[src/rtl/dphy_rx_hs_lane_ctrl_if.sv]
// Lane-side signal bundle for one D-PHY HS receive lane controller.
//   slave  : the lane controller. It takes the LP state, the enable and the raw
//            deserializer bytes. It drives the termination and deserializer
//            enables plus the aligned PPI byte stream and status pulses.
//   master : the environment. It drives the inputs and observes the outputs.
interface dphy_rx_hs_lane_ctrl_if;
  logic       enable_i;
  logic [1:0] lp_i;
  logic [7:0] byte_i;
  logic       byte_valid_i;
  logic       term_en_o;
  logic       hs_rx_en_o;
  logic [7:0] data_o;
  logic       valid_o;
  logic       active_o;
  logic       sync_o;
  logic       err_sot_o;

  modport slave (
    input  enable_i, lp_i, byte_i, byte_valid_i,
    output term_en_o, hs_rx_en_o, data_o, valid_o, active_o, sync_o, err_sot_o
  );

  modport master (
    output enable_i, lp_i, byte_i, byte_valid_i,
    input  term_en_o, hs_rx_en_o, data_o, valid_o, active_o, sync_o, err_sot_o
  );
endinterface

[src/rtl/dphy_rx_hs_lane_ctrl.sv]
// Per-lane D-PHY high-speed receive controller.
// The block detects the SoT entry sequence on the LP lines (11 -> 01 -> 00).
// It then turns on HS termination and waits SETTLE_CYCLES. After that it
// enables the deserializer and searches the raw byte stream for SYNC_CODE at
// any bit offset. Once the code is found, it delivers bit-aligned payload
// bytes until the lane returns to stop state (LP-11).
// Ports:
//   clk_i, reset_i : byte clock and synchronous active-high reset
//   lane (slave)   : enable_i, lp_i, byte_i, byte_valid_i in;
//                    term_en_o, hs_rx_en_o, data_o, valid_o, active_o,
//                    sync_o, err_sot_o out. All outputs are registered.
module dphy_rx_hs_lane_ctrl #(
  parameter int         SETTLE_CYCLES = 8,
  parameter int         SYNC_TIMEOUT  = 32,
  parameter logic [7:0] SYNC_CODE     = 8'hB8
) (
  input  logic                        clk_i,
  input  logic                        reset_i,
  dphy_rx_hs_lane_ctrl_if.slave       lane
);

  localparam int CNT_MAX = (SETTLE_CYCLES > SYNC_TIMEOUT) ? SETTLE_CYCLES : SYNC_TIMEOUT;
  localparam int CW      = $clog2(CNT_MAX + 1);
  localparam logic [CW-1:0] SETTLE_LAST  = CW'(SETTLE_CYCLES - 1);
  localparam logic [CW-1:0] TIMEOUT_LAST = CW'(SYNC_TIMEOUT - 1);

  typedef enum logic [2:0] {
    IDLE        = 3'd0,
    LP_RQST     = 3'd1,
    SETTLE      = 3'd2,
    SYNC_SEARCH = 3'd3,
    HS_ACTIVE   = 3'd4,
    ERR_WAIT    = 3'd5
  } state_e;

  state_e        state_q, state_d;
  logic [CW-1:0] cnt_q, cnt_d;         // settle clocks, then searched bytes
  logic [7:0]    prev_q, prev_d;       // previous valid raw byte
  logic [2:0]    off_q, off_d;         // latched sync bit offset
  logic [1:0]    lp_prev_q, lp_prev_d; // previous LP sample for 11->01 edge
  logic          term_en_q, term_en_d;
  logic          hs_rx_en_q, hs_rx_en_d;
  logic [7:0]    data_q, data_d;
  logic          valid_q, valid_d;
  logic          active_q, active_d;
  logic          sync_q, sync_d;
  logic          err_q, err_d;

  logic [15:0]   win;
  logic          match;
  logic [2:0]    match_off;
  logic [7:0]    aligned;
  logic          lp_stop;

  assign lp_stop = (lane.lp_i == 2'b11);
  assign win     = {lane.byte_i, prev_q};
  assign aligned = 8'(win >> off_q);

  // Scan from the highest offset downwards so the lowest matching offset is
  // written last and therefore wins.
  always_comb begin
    match     = 1'b0;
    match_off = 3'd0;
    for (int k = 7; k >= 0; k--) begin
      if (win[k +: 8] == SYNC_CODE) begin
        match     = 1'b1;
        match_off = 3'(k);
      end
    end
  end

  always_comb begin
    state_d   = state_q;
    cnt_d     = cnt_q;
    prev_d    = prev_q;
    off_d     = off_q;
    lp_prev_d = lane.lp_i;
    data_d    = data_q;
    valid_d   = 1'b0;
    sync_d    = 1'b0;
    err_d     = 1'b0;

    case (state_q)
      IDLE: begin
        if (lane.lp_i == 2'b01 && lp_prev_q == 2'b11) state_d = LP_RQST;
      end
      LP_RQST: begin
        if (lane.lp_i == 2'b00) begin
          state_d = SETTLE;
          cnt_d   = '0;
        end else if (lane.lp_i != 2'b01) begin
          state_d = IDLE;
        end
      end
      SETTLE: begin
        if (lp_stop) begin
          state_d = IDLE;
        end else if (cnt_q == SETTLE_LAST) begin
          state_d = SYNC_SEARCH;
          cnt_d   = '0;
          prev_d  = 8'h00;
        end else begin
          cnt_d = cnt_q + 1'b1;
        end
      end
      SYNC_SEARCH: begin
        if (lp_stop) begin
          state_d = IDLE;
        end else if (lane.byte_valid_i) begin
          prev_d = lane.byte_i;
          // A match takes priority over a timeout on the same byte.
          if (match) begin
            off_d   = match_off;
            sync_d  = 1'b1;
            state_d = HS_ACTIVE;
          end else if (cnt_q == TIMEOUT_LAST) begin
            err_d   = 1'b1;
            state_d = ERR_WAIT;
          end else begin
            cnt_d = cnt_q + 1'b1;
          end
        end
      end
      HS_ACTIVE: begin
        // Stop state wins over a byte that arrives in the same cycle.
        if (lp_stop) begin
          state_d = IDLE;
        end else if (lane.byte_valid_i) begin
          prev_d  = lane.byte_i;
          valid_d = 1'b1;
          data_d  = aligned;
        end
      end
      ERR_WAIT: begin
        if (lp_stop) state_d = IDLE;
      end
      default: state_d = IDLE;
    endcase

    if (!lane.enable_i) begin
      state_d = IDLE;
      valid_d = 1'b0;
      sync_d  = 1'b0;
      err_d   = 1'b0;
      data_d  = 8'h00;
    end

    // The level outputs follow the next state, so they change together with it.
    term_en_d  = (state_d == SETTLE) || (state_d == SYNC_SEARCH) || (state_d == HS_ACTIVE);
    hs_rx_en_d = (state_d == SYNC_SEARCH) || (state_d == HS_ACTIVE);
    active_d   = (state_d == HS_ACTIVE);
  end

  always_ff @(posedge clk_i) begin
    if (reset_i) begin
      state_q    <= IDLE;
      cnt_q      <= '0;
      prev_q     <= 8'h00;
      off_q      <= 3'd0;
      lp_prev_q  <= 2'b00;
      term_en_q  <= 1'b0;
      hs_rx_en_q <= 1'b0;
      data_q     <= 8'h00;
      valid_q    <= 1'b0;
      active_q   <= 1'b0;
      sync_q     <= 1'b0;
      err_q      <= 1'b0;
    end else begin
      state_q    <= state_d;
      cnt_q      <= cnt_d;
      prev_q     <= prev_d;
      off_q      <= off_d;
      lp_prev_q  <= lp_prev_d;
      term_en_q  <= term_en_d;
      hs_rx_en_q <= hs_rx_en_d;
      data_q     <= data_d;
      valid_q    <= valid_d;
      active_q   <= active_d;
      sync_q     <= sync_d;
      err_q      <= err_d;
    end
  end

  assign lane.term_en_o  = term_en_q;
  assign lane.hs_rx_en_o = hs_rx_en_q;
  assign lane.data_o     = data_q;
  assign lane.valid_o    = valid_q;
  assign lane.active_o   = active_q;
  assign lane.sync_o     = sync_q;
  assign lane.err_sot_o  = err_q;

endmodule

[src/flat_wrapper.sv]
// flat-port wrapper written by rule: the top's interface ports become plain ports
module dphy_rx_hs_lane_ctrl_flat 
#(
  parameter int         SETTLE_CYCLES = 8,
  parameter int         SYNC_TIMEOUT  = 32,
  parameter logic [7:0] SYNC_CODE     = 8'hB8
)
  (clk_i, reset_i, lane_enable_i, lane_lp_i, lane_byte_i, lane_byte_valid_i, lane_term_en_o, lane_hs_rx_en_o, lane_data_o, lane_valid_o, lane_active_o, lane_sync_o, lane_err_sot_o);
  dphy_rx_hs_lane_ctrl_if lane_i ();
  input  logic clk_i;
  input  logic reset_i;
  input wire logic [$bits(lane_i.enable_i)-1:0] lane_enable_i;
  input wire logic [$bits(lane_i.lp_i)-1:0] lane_lp_i;
  input wire logic [$bits(lane_i.byte_i)-1:0] lane_byte_i;
  input wire logic [$bits(lane_i.byte_valid_i)-1:0] lane_byte_valid_i;
  output wire logic [$bits(lane_i.term_en_o)-1:0] lane_term_en_o;
  output wire logic [$bits(lane_i.hs_rx_en_o)-1:0] lane_hs_rx_en_o;
  output wire logic [$bits(lane_i.data_o)-1:0] lane_data_o;
  output wire logic [$bits(lane_i.valid_o)-1:0] lane_valid_o;
  output wire logic [$bits(lane_i.active_o)-1:0] lane_active_o;
  output wire logic [$bits(lane_i.sync_o)-1:0] lane_sync_o;
  output wire logic [$bits(lane_i.err_sot_o)-1:0] lane_err_sot_o;
  assign lane_i.enable_i = lane_enable_i;
  assign lane_i.lp_i = lane_lp_i;
  assign lane_i.byte_i = lane_byte_i;
  assign lane_i.byte_valid_i = lane_byte_valid_i;
  assign lane_term_en_o = lane_i.term_en_o;
  assign lane_hs_rx_en_o = lane_i.hs_rx_en_o;
  assign lane_data_o = lane_i.data_o;
  assign lane_valid_o = lane_i.valid_o;
  assign lane_active_o = lane_i.active_o;
  assign lane_sync_o = lane_i.sync_o;
  assign lane_err_sot_o = lane_i.err_sot_o;
  dphy_rx_hs_lane_ctrl #(.SETTLE_CYCLES(SETTLE_CYCLES), .SYNC_TIMEOUT(SYNC_TIMEOUT), .SYNC_CODE(SYNC_CODE)) u_core (.clk_i(clk_i), .reset_i(reset_i), .lane(lane_i));
endmodule
[config.mk]
export PLATFORM = sky130hd
export DESIGN_NAME = dphy_rx_hs_lane_ctrl_flat
export DESIGN_NICKNAME = d
export VERILOG_FILES = /design/src/rtl/dphy_rx_hs_lane_ctrl_if.sv /design/src/rtl/dphy_rx_hs_lane_ctrl.sv /design/src/flat_wrapper.sv
export SDC_FILE = /design/constraint.sdc
export NUM_CORES = 1
export LEC_CHECK = 0
export CORE_MARGIN = 2
export CORE_UTILIZATION = 50
export CTS_CLUSTER_DIAMETER = 100
export DETAILED_ROUTE_END_ITERATION = 16
export DONT_BUFFER_PORTS = 1
export PLACE_DENSITY = 0.73
export RECOVER_POWER = 50
export SLEW_MARGIN = 20
export SYNTH_ARGS = -nofsm -noshare
export SYNTH_HDL_FRONTEND = slang
export SYNTH_SLANG_ARGS = --single-unit
[constraint.sdc]
create_clock -name clk_i -period 3.2 [get_ports clk_i]
set_input_delay 0.32 -clock clk_i [delete_from_list [all_inputs] [get_ports clk_i]]
set_output_delay 0.32 -clock clk_i [all_outputs]
set_load 0.03 [all_outputs]
==> results.toml, run 1 <==
[outcome]
status = "finished, final reports clean"

[synthesis]
synthCells = 239
synth_common_cells = "dfxtp_1, nor2_1, mux2i_1, nor2b_1"
ys_seq_area_frac = 0.3404
async_reset_ff_frac = 0
synth_area_leaders = "dfxtp_1, mux2i_1, nor2b_1"
syn_area_per_cell_um2 = 8.858
yosysUniqueCellTypes = 46
yosys_warnings = 0
ys_ff_latch = 36
syn_nets = 254
synth-edff-count = 0
synth_most_common_cell = "dfxtp_1"
yosys.area.top_type = "dfxtp_1"
syn_area_um2 = 2117
synth_top_area_share = 0.3404
synth_ff_type = "dfxtp_1"

[clocking]
cts_resized = 0
numCtsBuffers = 5
clk_pin_slew_ns = 0.07
hold_buffers = 0
cts_buffer_depth = 2
post_cts_buffers = 0
h-tree-depth = 2
clock_latency_ns = 0.29
clk_root_buffer_cell = "clkbuf_8"
cts_tree = "done"
clock-sinks = 36

[cells_and_area]
fin_nets = 247
final_layout_size_suffix_gt1_frac = 0.08155
fin_area_um2 = 2237
antenna_cells = 0
area_growth_pct = 5.674

[route]
via_per_inst = 6.124
ant_nets = 0
drt_iter0_markers = 140
drt_pre_antenna_iters = 5
wl_per_cell_um = 15.40
drc_errors = 0
vias = 1733
totalWireLength_um = 4359

[power]
total_power_uw = 871.9
peakVddDrop_mv = 0.1707
p_per_area_nw_per_um2 = 389.7
leakagePower_nw = 0.6907

[placement]
dp_slack_ns = 0.8740
postPlaceCellArea_um2 = 2126
dp_hpwl_um = 3196
place_congestion = 0.8937
portBuffers = 0

[critical_path]
critical_path_arrival_ns = 2.59
critPathLaunchType = "flop"
cp_max_fo = 9
cp.required_ns = 3.43
critical_path_class = "flop to flop"
end_kind = "flop"

[timing]
post-route-period-util = 0.7396
slew_headroom = 0.4820
tns_ns = 0
skew_ns = 0.006366
rsz0062_at_grt = "no"
timing.fmax_ghz = 0.4225
drv_slew = 0
fin_ws_ns = 0.8332
hold_viol = 0
setup_violations = 0
layout_min_cycle_time_ns = 2.367
tightest_slew_ns = 0.7766

[floorplan]
die_height_um = 69.07
rows = 23
io_pins = 28
die_area_um2 = 4771
die_x_um = 69.07
core_area_um2 = 4029
start_util = 0.5255

[grt]
antenna_found_initial = 0
met3_usage = 0.05702
grt_use_total = 0.1893
grt_pass1_wl_um = 7452
grtUsageMet2 = 0.2938
grt_util_met1 = 0.2511
overflow = 0
busiest_layer = "met2"
grt_pass1_vias = 1629
grt_max_degree = 18

[run]
maxCapViolCount = 0

[min_path]
hold_path_class = "input pin to flop"
through the flow:
stage	std cells	util	hold slack [ns]
final	283	0.5553	0.09249
after global routing	283	0.5553	0.07470
after CTS	283	0.5553	0.08396
after detailed placement	275	0.5276	0.3926
after global placement	275	0.5276	0.3926
after floorplan	239	-	0.4293
where the power goes:
part	internal (mW)	total (mW)	switching, mW
sequential	0.449	0.450	0.000491
combinational	0.0129	0.0259	0.0129
clock	0.230	0.396	0.166
sequential cells by signal, summed over array words and instances (netlist names), 2 cells and up:
signal / flops
u_core.lane.data_o: 8
u_core.prev_q: 8
u_core.cnt_q: 6
u_core.off_q: 3
u_core.state_q: 3
u_core.lp_prev_q: 2
metal layers:
layer	part of all wire	routed length (µm)
met3	0.048	209
met5	0	0
met2	0.47	2028
met1	0.48	2071
met4	0.011	50
placed cells by master, fill, tap and decap left out, types with 2 or more instances in the layout:
master / netlist / routed
o21a_1: 2 / 2
o211ai_1: 3 / 3
a211oi_1: 9 / 9
a21oi_1: 13 / 13
a21o_1: 2 / 2
mux4_2: 4 / 4
and2_1: 3 / 2
o21ai_0: 11 / 11
nor2b_1: 19 / 19
o31ai_1: 4 / 4
nor4bb_1: 8 / 8
clkbuf_8: 0 / 5
inv_1: 2 / 2
mux2i_1: 24 / 24
nand2_1: 13 / 13
nor4b_1: 2 / 2
nand3_1: 5 / 5
or4_1: 4 / 4
and3_1: 3 / 3
nand2b_1: 2 / 2
mux2_2: 4 / 4
a21boi_0: 2 / 2
a21boi_1: 2 / 2
nor2_1: 28 / 28
dfxtp_1: 36 / 36
final cells by class:
cell class / count / area [µm²]
clock buffers: 5 / 68.82
clock inverters: 3 / 42.54
fillers: 361 / 1792
inverters: 2 / 7.507
multi-input cells: 187 / 1335
flip-flops and latches: 36 / 720.7
well taps: 50 / 62.56
critical path: stages (launching register included):
cell      delay (ns)
dfxtp_1         0.46
and4bb_1        0.28
and4b_4         0.22
a211o_4         0.34
o31a_1          0.37
or4_1           0.49
a21boi_1        0.15
final timing paths:
| check | from | to | slack [ns] | cells past startpoint |
|---|---|---|---|---|
| hold reg to reg | u_core.cnt_q[5] | u_core.cnt_q[5] | 0.49 | 2 |
| setup reg to reg | u_core.prev_q[7] | u_core.cnt_q[5] | 0.83 | 6 |
| setup / recovery | u_core.prev_q[7] | u_core.cnt_q[5] | 0.83 | 6 |
| hold / removal | reset_i | u_core.lp_prev_q[0] | 0.09 | 1 |
logic make-up after synthesis:
kind of cell    Yosys count  share of synthesized area
flops                    36                     0.3404
mux                      32                     0.1773
buf+inv                  16                    0.02896
fa+ha+maj                 1                   0.005909
compound gates           57                     0.1808
simple gates             97                     0.2666
No activity file was read; power rests on OpenSTA's default activity.
==> run 2: changes to the inputs <==
Clock period 3.2 ns to 2.38 ns, I/O delays scaled along.
==> results.toml, run 2 (synthesized netlist as in run 1, its figures left out) <==
[floorplan]
die_height_um = 69.07
start_util = 0.5255
io_pins = 28
die_x_um = 69.07
core_area_um2 = 4029
rows = 23
die_area_um2 = 4771

[outcome]
status = "finished, final reports clean"

[timing]
tns_ns = 0
post-route-period-util = 0.9380
whs_ns = 0.01354
slew_headroom = 0.4874
tightest_slew_ns = 0.7685
hold_viol = 0
rsz0062_at_grt = "no"
setup_violations = 0
timing.fmax_ghz = 0.4480
layout_min_cycle_time_ns = 2.232
skew_ns = 0.009154
drv_slew = 0

[critical_path]
critPathLaunchType = "flop"
cp_top_family = "simple AND/OR/NAND/NOR gates"
max_stage_delay_ns = 0.49
cp.required_ns = 2.61
rr_worst_depth = 6
critical_path_arrival_ns = 2.46
worstPathCellList = "and4bb_1, and4b_4, a211o_4, o31a_1, or4_1, a21boi_1"
critical_path_class = "flop to flop"
worst-path-buf-inv = 0
r2r_setup_slack_ns = 0.15
critPathSlowestCell = "or4_1"
cp_max_fo = 8
end_kind = "flop"
crit_cells = 6

[route]
via_per_inst = 6.024
vias = 1759
drc_errors = 0
ant_nets = 0
drt_pre_antenna_iters = 4
drt_iter0_markers = 95
totalWireLength_um = 4407
wl_per_cell_um = 15.09

[power]
peakVddDrop_mv = 0.2927
p_per_area_nw_per_um2 = 509.5
leakagePower_nw = 0.7346

[clocking]
cts_buffer_depth = 2
cts_tree = "done"
clk_root_buffer_cell = "clkbuf_8"
clock-sinks = 36
h-tree-depth = 2
clock_latency_ns = 0.29
clk_pin_slew_ns = 0.08
numCtsBuffers = 5
cts_resized = 0

[min_path]
hold_path_class = "input pin to flop"
hold_depth = 1

[placement]
portBuffers = 0
dp_hpwl_um = 3110
place_congestion = 0.9374

[cells_and_area]
final_util = 0.5733
antenna_cells = 0
final_layout_size_suffix_gt1_frac = 0.1074
fin_nets = 256
layout_common_cells = "dfxtp_1, nor2_1, mux2i_1"
final_common_cell = "dfxtp_1"
area_growth_pct = 9.102

[grt]
overflow = 0
antenna_found_initial = 0
grt_max_degree = 18
grt_pass1_wl_um = 7314
grt_pass1_vias = 1568
grt_use_total = 0.1849

[run]
maxCapViolCount = 0
==> run 2: changes by cell type in the layout (fill, tap and decap cells not counted) <==
cell / delta
buf_4: +7
dlygate4sd3_1: +2
==> run 2: power breakdown <==
part | internal [mW] | switching [mW] | total [mW] | leakage (nW)
Clock | 0.310 | 0.223 | 0.532 | 0.0541
Combinational | 0.0198 | 0.0201 | 0.0399 | 0.390
Sequential | 0.604 | 0.000630 | 0.604 | 0.290
==> run 2: layout make-up <==
cell class | instances | area, µm²
clock buffers | 5 | 68.82
clock inverters | 3 | 42.54
fillers | 389 | 1719
inverters | 2 | 7.507
multi-input cells | 187 | 1335
flip-flops and latches | 36 | 720.7
well taps | 50 | 62.56
repair buffers | 9 | 72.57
==> run 2: worst paths after layout <==
path / end / startpoint
worst max-delay path: u_core.cnt_q[3] / u_core.prev_q[7]
worst min-delay path: u_core.prev_q[0] / reset_i
worst max register to register: u_core.cnt_q[3] / u_core.prev_q[7]
worst min register to register: u_core.cnt_q[5] / u_core.cnt_q[5]
==> run 2: per-stage QoR <==
stage,instance area [µm²],power [mW],instances,worst slack [ns]
detailed placement,2178,0.6530,282,0.1205
finish,2310,1.177,292,0.1476
global route,2310,1.217,292,0.01889
floorplan,2117,0.6531,239,0.2062
global placement,2178,0.6529,282,0.1627
CTS,2300,1.187,291,0.1066
==> run 2: timing repair <==
item / CTS / global route
hold buffers: 1 / 1
setup buffers: 0 / 0
endpoints found under the setup margin: 0 / 1
hold endpoints to repair: 1 / 8
==> run 2: per-layer routing <==
layer | track usage | wire [µm]
met5 | 0 | 0
met4 | 0.04793 | 34
met3 | 0.05263 | 188
met2 | 0.2863 | 1965
met1 | 0.2532 | 2219
==> variant (config.mk and constraints of run 2) <==
`SYNC_TIMEOUT` is set to 32 in 2 places; all go to 64.
--- a/src/rtl/dphy_rx_hs_lane_ctrl.sv
+++ b/src/rtl/dphy_rx_hs_lane_ctrl.sv
@@ -11,7 +11,7 @@
 //                    sync_o, err_sot_o out. All outputs are registered.
 module dphy_rx_hs_lane_ctrl #(
   parameter int         SETTLE_CYCLES = 8,
-  parameter int         SYNC_TIMEOUT  = 32,
+  parameter int         SYNC_TIMEOUT  = 64,
   parameter logic [7:0] SYNC_CODE     = 8'hB8
 ) (
   input  logic                        clk_i,
--- a/src/flat_wrapper.sv
+++ b/src/flat_wrapper.sv
@@ -2,7 +2,7 @@
 module dphy_rx_hs_lane_ctrl_flat 
 #(
   parameter int         SETTLE_CYCLES = 8,
-  parameter int         SYNC_TIMEOUT  = 32,
+  parameter int         SYNC_TIMEOUT  = 64,
   parameter logic [7:0] SYNC_CODE     = 8'hB8
 )
   (clk_i, reset_i, lane_enable_i, lane_lp_i, lane_byte_i, lane_byte_valid_i, lane_term_en_o, lane_hs_rx_en_o, lane_data_o, lane_valid_o, lane_active_o, lane_sync_o, lane_err_sot_o);
Function: no difference found for any inputs over 10 cycles, from zero or initial values and one cycle with reset_i high; that may be too few to reach the edited logic, so the function may still have changed.
==> variant against run 2 <==
- non-clock buffer count down 6
- sequential power up 3%
- synthesized cell count increased by 6.3%
- total power is 12% higher
- final cell count up 8.6%
- setup slack better by 0.14 ns
- wire length rose by 26%
- area after synthesis rose by 15%
- sequential cell count grew 1
- final area increased by 11%
- largest cell class unchanged
==> variant: results (changes against run 2) <==
outcome: complete, no violations (unchanged)
cell area after placement: 2450 µm² (was 2180 µm²)
vias in the first global route: 1804 (was 1568)
Yosys warnings: 0 (unchanged)
antenna violations before repair: 0 (unchanged)
Worst setup SP type: flop (unchanged)
Async SR Flop Fraction: 0% (unchanged)
Max-cap violations: 0 (unchanged)
top post-synthesis cells by area: dfxtp_1 30%, mux2i_1 7.4%, mux4_2 7.4% (was dfxtp_1 34%, mux2i_1 11%, nor2b_1 5.6%)
via count: 2020 (was 1759)
Clock Tree Buf Depth: 2 (unchanged)
Port Buffers: 0 (unchanged)
Worst Path Arrival: 2.31 ns (was 2.46 ns)
reg2reg start: u_core.cnt_q[0]$_SDFFE_PP0P_ (was u_core.prev_q[7]$_SDFFE_PP0P_)
hold_sp: reset_i (unchanged)
H-tree Lvls: 2 (unchanged)
maximum vdd ir drop: 0.228 mV (was 0.293 mV)
Hold Crit Class: in2reg (unchanged)
Worst-path clk slew: 0.08 ns (about the same)
Max-Slew Margin vs Limit: 63.8% (was 48.7%)
fin cells: 317 (was 292)
Static Leak: 0.758 nW (was 0.735 nW)
post-synth cell types: 60 (was 46)
GPL Wtd Cong: 0.884 (was 0.937)
Tot GR Track Use: 21.6% (was 18.5%)
top cells by count, synth: 37 x dfxtp_1, 18 x mux2i_1, 15 x a21oi_1, 15 x nor2_1, 15 x o21ai_1 (was 36 x dfxtp_1, 28 x nor2_1, 24 x mux2i_1)
antenna cell count: 0 (unchanged)
share of cells above drive strength 1: 17.2% (was 10.7%)
post-synthesis sequential area ratio: 30.3% (was 34.0%)
Num CTS Buffers: 5 (unchanged)
crit path max fanout: 8 (unchanged)
Layout Nets: 264 (was 256)
post_cts resized: 0 (unchanged)
HPWL Detailed: 3.96 mm (was 3.11 mm)
Worst Skew: 0.0115 ns (was 0.00915 ns)
First DRT Iteration DRCs: 195 (was 95)
largest net degree at the start of global routing: 21 (was 18)
Worst-Skew Late Latency: 0.30 ns
CTS root buf: clkbuf_8 (unchanged)
first-pass GRT wire length: 9.13 mm (was 7.31 mm)
First-pass DRT Iterations: 4 (unchanged)
Post-Place Cells: 308 (was 282)
DP Worst Slack: 0.406 ns (was 0.120 ns)
Avg WL per Cell: 17.5 µm (was 15.1 µm)
post-synth net total: 269 (was 254)
Post-Synthesis Cells: 254 (was 239)
[variant: final timing paths]
| path | slack (ns) | to | cells after the start |
|---|---|---|---|
| worst max-delay path | 0.29 | u_core.prev_q[7]$_SDFFE_PP0P_ | 6 |
| worst min-delay path | 0.01 | u_core.prev_q[3]$_SDFFE_PP0P_ | 1 |
| worst max register to register | 0.29 | u_core.prev_q[7]$_SDFFE_PP0P_ | 6 |
| worst min register to register | 0.50 | u_core.cnt_q[6]$_SDFFE_PP0P_ | 1 |
[variant: per-layer routing]
layer | up-vias | global-route usage, % | wire (µm)
met5 | - | 0 | 0
met4 | 0 | 6.87 | 45
met3 | 6 | 5.08 | 282
met2 | 57 | 33.8 | 2650
met1 | 973 | 29.5 | 2570
li1 | 984 | - | -
[variant: final cells by class]
class | instances | area, µm²
Clock inverter | 3 | 65.1
Sequential cell | 37 | 741
Tap cell | 67 | 83.8
Multi-Input combinational cell | 196 | 1560
Fill cell | 428 | 2160
Inverter | 6 | 22.5
Clock buffer | 5 | 68.8
Timing Repair Buffer | 3 | 25.0
[variant: report_power, final]
part	switching, mW	leakage, nW	internal [mW]
logic	0.0278	0.392	0.0185
clock network	0.232	0.0681	0.416
registers	0.000666	0.298	0.620
total	0.261	0.758	1.06
[variant: critical path, cell delays in order, from the launching register on]
cell and delay, ns:
dfxtp_1 0.39, ha_1 0.30, nand4bb_1 0.20, o2bb2a_1 0.36, o21ai_1 0.43, nand4_1 0.16, a21oi_1 0.17
[variant: logic make-up after synthesis]
| group | synth area share (%) |
|---|---|
| adders and majority gates | 0.512 |
| and+or+nand+nor | 28.5 |
| DFF | 30.3 |
| buffers and inverters | 4.55 |
| muxes | 15.2 |
| AOI/OAI and AO/OA | 20.9 |
